### config.mk
export PLATFORM = sky130hd
export DESIGN_NAME = multicycle_control
export DESIGN_NICKNAME = d
export VERILOG_FILES = /design/src/rtl/multicycle_control.sv
export SDC_FILE = /design/constraint.sdc
export NUM_CORES = 1
export LEC_CHECK = 0
export BUFFER_PORTS_ARGS = -buffer_cell sky130_fd_sc_hd__buf_2
export CAP_MARGIN = 20
export CORE_ASPECT_RATIO = 1.25
export CORE_MARGIN = 4
export CORE_UTILIZATION = 43
export CTS_CLUSTER_SIZE = 25
export DETAILED_ROUTE_END_ITERATION = 8
export GPL_ROUTABILITY_DRIVEN = 1
export HOLD_SLACK_MARGIN = 0.1
export PLACE_DENSITY = 0.72
export SLEW_MARGIN = 20
export SYNTH_ARGS = -nofsm -noshare
export SYNTH_HDL_FRONTEND = slang
export SYNTH_SLANG_ARGS = --single-unit
export TNS_END_PERCENT = 5
### constraint.sdc
create_clock -name clk -period 1.6 [get_ports clk]
set_input_delay 0.08 -clock clk [delete_from_list [all_inputs] [get_ports clk]]
set_output_delay 0.08 -clock clk [all_outputs]
set_load 0.1 [all_outputs]
### src/rtl/multicycle_control.sv
// Main control FSM for the multi-cycle RV32I core: sequences fetch, decode,
// execute and writeback, and traps on illegal opcodes or memory wait timeouts.
module multicycle_control #(
  parameter int MEM_TIMEOUT = 16,
  parameter int TO_W        = 8
) (
  input  logic       clk,
  input  logic       rst,
  input  logic [6:0] opcode,
  input  logic [2:0] funct3,
  input  logic       zero,
  input  logic       mem_ready,
  output logic       mem_req,
  output logic       mem_we,
  output logic       adr_src,
  output logic       ir_write,
  output logic       pc_update,
  output logic       branch_taken,
  output logic       reg_write,
  output logic [1:0] alu_src_a,
  output logic [1:0] alu_src_b,
  output logic [1:0] alu_op,
  output logic [1:0] result_src,
  output logic       instr_done,
  output logic       illegal,
  output logic       timeout,
  output logic [3:0] state_o
);

  typedef enum logic [3:0] {
    FETCH    = 4'd0,
    DECODE   = 4'd1,
    MEMADR   = 4'd2,
    MEMREAD  = 4'd3,
    MEMWB    = 4'd4,
    MEMWRITE = 4'd5,
    EXECR    = 4'd6,
    EXECI    = 4'd7,
    ALUWB    = 4'd8,
    BRANCH   = 4'd9,
    JAL      = 4'd10,
    TRAP     = 4'd15
  } state_e;

  localparam logic [TO_W-1:0] TO_LAST = TO_W'(MEM_TIMEOUT - 1);

  state_e          state_q, state_d;
  logic [TO_W-1:0] waitCnt_q, waitCnt_d;
  logic            illegal_q, illegal_d;
  logic            timeout_q, timeout_d;
  logic            memState;
  logic            timeoutHit;

  // Only FETCH, MEMREAD and MEMWRITE issue memory requests and can stall.
  assign memState   = (state_q == FETCH) || (state_q == MEMREAD) || (state_q == MEMWRITE);
  assign timeoutHit = (MEM_TIMEOUT != 0) && memState && !mem_ready && (waitCnt_q == TO_LAST);

  always_ff @(posedge clk) begin
    if (rst) begin
      state_q   <= FETCH;
      waitCnt_q <= '0;
      illegal_q <= 1'b0;
      timeout_q <= 1'b0;
    end else begin
      state_q   <= state_d;
      waitCnt_q <= waitCnt_d;
      illegal_q <= illegal_d;
      timeout_q <= timeout_d;
    end
  end

  always_comb begin
    state_d   = state_q;
    waitCnt_d = (memState && !mem_ready) ? waitCnt_q + 1'b1 : '0;
    unique case (state_q)
      FETCH:    if (mem_ready) state_d = DECODE;
      DECODE: begin
        case (opcode)
          7'b0000011, 7'b0100011: state_d = MEMADR;
          7'b0110011:             state_d = EXECR;
          7'b0010011:             state_d = EXECI;
          7'b1100011:             state_d = BRANCH;
          7'b1101111:             state_d = JAL;
          default:                state_d = TRAP;
        endcase
      end
      MEMADR:   state_d = opcode[5] ? MEMWRITE : MEMREAD;
      MEMREAD:  if (mem_ready) state_d = MEMWB;
      MEMWB:    state_d = FETCH;
      MEMWRITE: if (mem_ready) state_d = FETCH;
      EXECR:    state_d = ALUWB;
      EXECI:    state_d = ALUWB;
      ALUWB:    state_d = FETCH;
      BRANCH:   state_d = (funct3 == 3'b000 || funct3 == 3'b001) ? FETCH : TRAP;
      JAL:      state_d = ALUWB;
      default:  state_d = TRAP;
    endcase
    // A request that completes on its last allowed cycle is not a timeout.
    if (timeoutHit) state_d = TRAP;
    illegal_d = illegal_q || (state_d == TRAP);
    timeout_d = timeout_q || timeoutHit;
  end

  always_comb begin
    mem_req      = 1'b0;
    mem_we       = 1'b0;
    adr_src      = 1'b0;
    ir_write     = 1'b0;
    pc_update    = 1'b0;
    branch_taken = 1'b0;
    reg_write    = 1'b0;
    alu_src_a    = 2'b00;
    alu_src_b    = 2'b00;
    alu_op       = 2'b00;
    result_src   = 2'b00;
    instr_done   = 1'b0;
    unique case (state_q)
      FETCH: begin
        mem_req    = 1'b1;
        alu_src_b  = 2'b10;
        result_src = 2'b10;
        ir_write   = mem_ready;
        pc_update  = mem_ready;
      end
      DECODE: begin
        alu_src_a = 2'b01;
        alu_src_b = 2'b01;
      end
      MEMADR: begin
        alu_src_a = 2'b10;
        alu_src_b = 2'b01;
      end
      MEMREAD: begin
        mem_req = 1'b1;
        adr_src = 1'b1;
      end
      MEMWB: begin
        result_src = 2'b01;
        reg_write  = 1'b1;
        instr_done = 1'b1;
      end
      MEMWRITE: begin
        mem_req    = 1'b1;
        mem_we     = 1'b1;
        adr_src    = 1'b1;
        instr_done = mem_ready;
      end
      EXECR: begin
        alu_src_a = 2'b10;
        alu_op    = 2'b10;
      end
      EXECI: begin
        alu_src_a = 2'b10;
        alu_src_b = 2'b01;
        alu_op    = 2'b11;
      end
      ALUWB: begin
        reg_write  = 1'b1;
        instr_done = 1'b1;
      end
      BRANCH: begin
        alu_src_a = 2'b10;
        alu_op    = 2'b01;
        case (funct3)
          3'b000: begin
            branch_taken = zero;
            instr_done   = 1'b1;
          end
          3'b001: begin
            branch_taken = ~zero;
            instr_done   = 1'b1;
          end
          default: ;
        endcase
      end
      JAL: begin
        alu_src_a = 2'b01;
        alu_src_b = 2'b10;
        pc_update = 1'b1;
      end
      default: ;
    endcase
  end

  assign illegal = illegal_q;
  assign timeout = timeout_q;
  assign state_o = state_q;

endmodule
# Word-level counts from Yosys, hierarchy flattened

Index checks and enable logic that the tools add are counted.

Bits in read-only memories: 0
Bits in latches: 0
Input port bits: 14
Output and inout bits: 22
Memories kept: 0
Logic and storage cells: 69
Flip-flop bits (word level): 14
Memory bits (writable): 0

Add/sub/neg operators: 1
Reductions and logical operators: 21
Multiply operators: 0
Shift operators: 0
Divide/modulo/power cells: 0
Multiplexer cells: 22
Order comparisons: 0
Bitwise operators: 2
Eq/ne operators: 19

Operators with widths:

| kind                                                 | number |
|---|---|
| one-hot mux 4 bit (8 select lines)                   | 1 |
| 2-to-1 mux 4 bit                                     | 5 |
| one-hot mux 4 bit (5 select lines)                   | 1 |
| equality test 4 x 3 -> 1 bit (second input constant) | 4 |
| equality test 4 bit (second input constant)          | 4 |
| equality test 7 x 6 -> 1 bit (second input constant) | 2 |
| equality test 7 bit (second input constant)          | 2 |
| OR reduction 2 bit                                   | 7 |
| one-hot mux 2 bit (2 select lines)                   | 3 |
| OR reduction 3 bit                                   | 3 |
| adder 8 x 1 -> 8 bit (second input constant)         | 1 |
| equality test 4 x 2 -> 1 bit (second input constant) | 2 |
| equality test 8 x 4 -> 1 bit (second input constant) | 1 |
| equality test 7 x 2 -> 1 bit (second input constant) | 1 |
| equality test 7 x 5 -> 1 bit (second input constant) | 1 |
| 2-to-1 mux 1 bit                                     | 7 |
| one-hot mux 2 bit (3 select lines)                   | 1 |
| logical OR 1 bit                                     | 5 |
| equality test 4 x 1 -> 1 bit (second input constant) | 1 |
| zero test 4 bit                                      | 1 |
| one-hot mux 1 bit (2 select lines)                   | 2 |
| OR reduction 4 bit                                   | 1 |
| equality test 3 x 1 -> 1 bit (second input constant) | 1 |
| zero test 3 bit                                      | 1 |
| 5 further kinds                                      | 7 |

# Longest topological paths before layout

Word-level depth: 8
Mapped depth: 6
Depth with buffers taken out: 5

# Least setup slack after synthesis

Ideal clock, no wire load.

Path type: register to output
Start: register state_q[1] (netlist: state_o[1])
End: output port ir_write
Buffers on the path: 2
Data required time: 1.520 ns
Slack: -3.686 ns
Stages on the path, launching flop included: 5
Arrival time: 5.206 ns
Cell sequence: dfxtp_1 buf_2 buf_1 nor4_1 and2_1

Cells in the longest elaborated chain, start to end: 2

Ends and longest elaborated chain:

| what                     | RTL line | text |
|---|---|---|
| start: declaration       | 47       | `state_e state_q, state_d;` |
| start signal: assignment | 65       | `state_q <= state_d;` |
| zero test 4 bit          | 117      | `unique case (state_q)` |
| 2-to-1 mux 1 bit         | 117      |  |
| end: declaration         | 16       | `output logic ir_write,` |

Every way passes these cells.

# Final worst setup path

Start: register state_q[2] (netlist: state_o[2])
End: output port instr_done

Cells in the longest elaborated chain, start to end: 3
Elaborated cells between the ends (all ways): 6
Those cells by class: eq/ne: 4; mux: 1; reduce/logical: 1

Ends and longest elaborated chain:

| what                                                                | RTL line | text |
|---|---|---|
| equality test 4 bit or equality test 4 x 3 -> 1 bit (tied branches) | 117      |  |
| OR reduction 2 bit (no line)                                        | n/a      |  |
| one-hot mux 1 bit (3 select lines) (*)                              | 117      |  |
| end: declaration                                                    | 24       | `output logic instr_done,` |

Every way passes the cells marked *; elsewhere a longest branch is shown, timed or not.

==> impl_metrics.ini <==
[finish]
mostFrequentLayoutCell = buf_2
finalNetCount = 196
drive_above_1_share_pct = 53.89
post-route-util_pct = 89.43
antennaDiodeCount = 0
fill_cells = 97
multi_input_area_um2 = 844.6
area_growth_syn_to_layout_pct = 91.10
seq_area_um2 = 295.3
fin_area_um2 = 1853
final_cell_mix = buf_2 (19), buf_12 (18), nor2_1 (16)

[global_routing]
gr-usage-all-layers_pct = 24.65
gr-total-overflow = 0
grt_max_degree = 10
grt_pass1_wl_mm = 5.761
antenna_found_initial = 0
first_global_vias = 1252

[timing]
period_share_pct = 110.3
min_period_ns = 1.765
finalWorstSetupSlack_ns = -0.1650
tightestPinTransition_ns = 0.5120
whs_ns = 0.4130
finalHoldViolCount = 0
fmax_mhz = 566.6
setup_viol_count_final = 12
rsz0062_at_grt = true
max_slew_margin_pct = 64.99
skew_ns = 0.008935
drv_slew = 0

[worst_setup_path]
r2r_cells = 6
crit_slowest_cell = dfxtp_4
critical_path_depth = 4
worstReg2RegStart = state_o[1]
crit_arrival_ns = 1.68
critPathTopFamily = flip-flops
critPathLaunchType = flop
cpPeakStageDelay_ns = 0.36
cp.required_ns = 1.52
path_class = flop to output pin
crit_start = state_o[2]
worst_setup_path_end_kind = output pin
critPathMaxFanout = 6
path_buf_inv = 2
crit_chain = buf_6 > or2b_4 > a221oi_4 > buf_12

[clock_tree]
clock_tree.buffer_depth = 2
numCtsBuffers = 3
tritoncts = yes
htreeDepth = 1
clock_latency_ns = 0.29
root_buffer = clkbuf_4
clk_pin_slew_ns = 0.09
clock_sinks = 14

[worst_hold_path]
min_from = opcode[4]
hp-class = input port to flop
min_path_cells = 4

[synthesis]
synth_top_flop_cell = dfxtp_1
synth_area_per_cell_um2 = 7.696
syn_area_um2 = 969.7
yosysTopAreaCellShare_pct = 28.90
syn_nets = 141
async_flop_share_pct = 0
seq_area_frac_synth_pct = 28.90
netlist_instances = 126
synth_edf_count = 0
yosysWarningCount = 0
synth_seq_cells = 14
ys_top_cells_by_area = dfxtp_1 (29%), nor2_1 (7.4%), a21oi_1 (5.7%)
synth.largest_area_cell = dfxtp_1
ys_types = 46

[floorplan]
die_h_um = 61.10
num_rows = 18
ios = 36
die_x_um = 50.48
design.core.area_um2 = 2072
die_area_um2 = 3084
initial_utilization_pct = 46.80

[drt]
vias = 1252
ant_nets = 0
wirelength_mm = 3.795
drcViolationCount = 0
firstDrtPassIters = 4
drt_first_iter_violations = 44
wl_per_cell_um = 18.07
vias_per_cell = 5.962

[flow_run]
maxCapViolations = 0

[status]
violations = negative setup slack
status = finished with violations

[placed_design]
routabilityCongestion = 0.7489
dpl-instance-area_um2 = 1627
hpwl_mm = 2.174
dp_slack_ns = 0.009655
io_buffers = 35
-- worst register-to-register path, cell delays in order, from the launching register on --
cell and delay, ns:
dfxtp_4 0.36, buf_12 0.12, buf_4 0.17, nor4bb_2 0.39, a31oi_1 0.10, o32a_1 0.21, o32ai_2 0.24
-- path summary, 6_finish.rpt --
kind,endpoint,slack (ns)
setup reg to reg,illegal,-0.07
hold reg to reg,waitCnt_q[0],0.46
hold / removal,state_o[1],0.41
setup / recovery,instr_done,-0.16
-- what timing repair did --
action                     4_1_cts  5_1_grt
hold buffers                     1        0
hold endpoints to repair         6        0
buffers inserted                11        0
resized for setup               21        7
setup endpoints to repair       15       26
pin swaps                        6        5
-- cell families after synthesis --
group | count (synthesis) | synth area share (%)
and+or+nand+nor | 59 | 31.74
AOI/OAI and AO/OA | 29 | 21.68
DFF | 14 | 28.90
buffers and inverters | 11 | 5.160
xor gates and xnor gates | 10 | 9.032
muxes | 2 | 2.194
adders and majority gates | 1 | 1.290
-- through the flow --
stage                     TNS [ns]  std cells
after detailed placement         0        194
after global routing        -1.486        210
after CTS                  -0.5292        210
after global placement           0        194
after floorplan             -8.312        126
final                      -0.7844        210
-- flip-flops by register name (all words and copies together) (netlist names) --
register,flops
waitCnt_q,8
state_o,4
illegal,1
timeout,1
-- final cells by class --
cell class / instances / area share, %
Clock inverter: 1 / 0.2026
Sequential cell: 14 / 15.94
Inverter: 4 / 0.8103
Multi-Input combinational cell: 101 / 45.58
Clock buffer: 3 / 1.215
Timing Repair Buffer: 57 / 34.23
Tap cell: 30 / 2.026
-- per-layer routing --
metal	global-route usage [%]	vias up	part of all wire (%)
met5	0	-	0
met4	11.54	0	3.1
met3	3.390	14	6.4
met2	47.01	68	55
met1	27.16	601	35
li1	-	569	-
-- cell usage after synthesis, types with 2 or more instances --
cell / n
nor2b_1: 2
nor4b_1: 2
a211oi_1: 2
clkbuf_1: 3
nand2_1: 9
buf_1: 2
dfxtp_1: 14
nor2_1: 19
inv_1: 3
and3_1: 3
or3_1: 2
nor3_1: 7
a21oi_1: 11
nand3_1: 3
or2_1: 2
xor2_1: 4
xnor2_1: 6
nor4_1: 2
a31oi_1: 2
o32a_1: 2
Power is not shown: default switching activity piles up to over one toggle a cycle in this logic, so the estimate is an artifact.
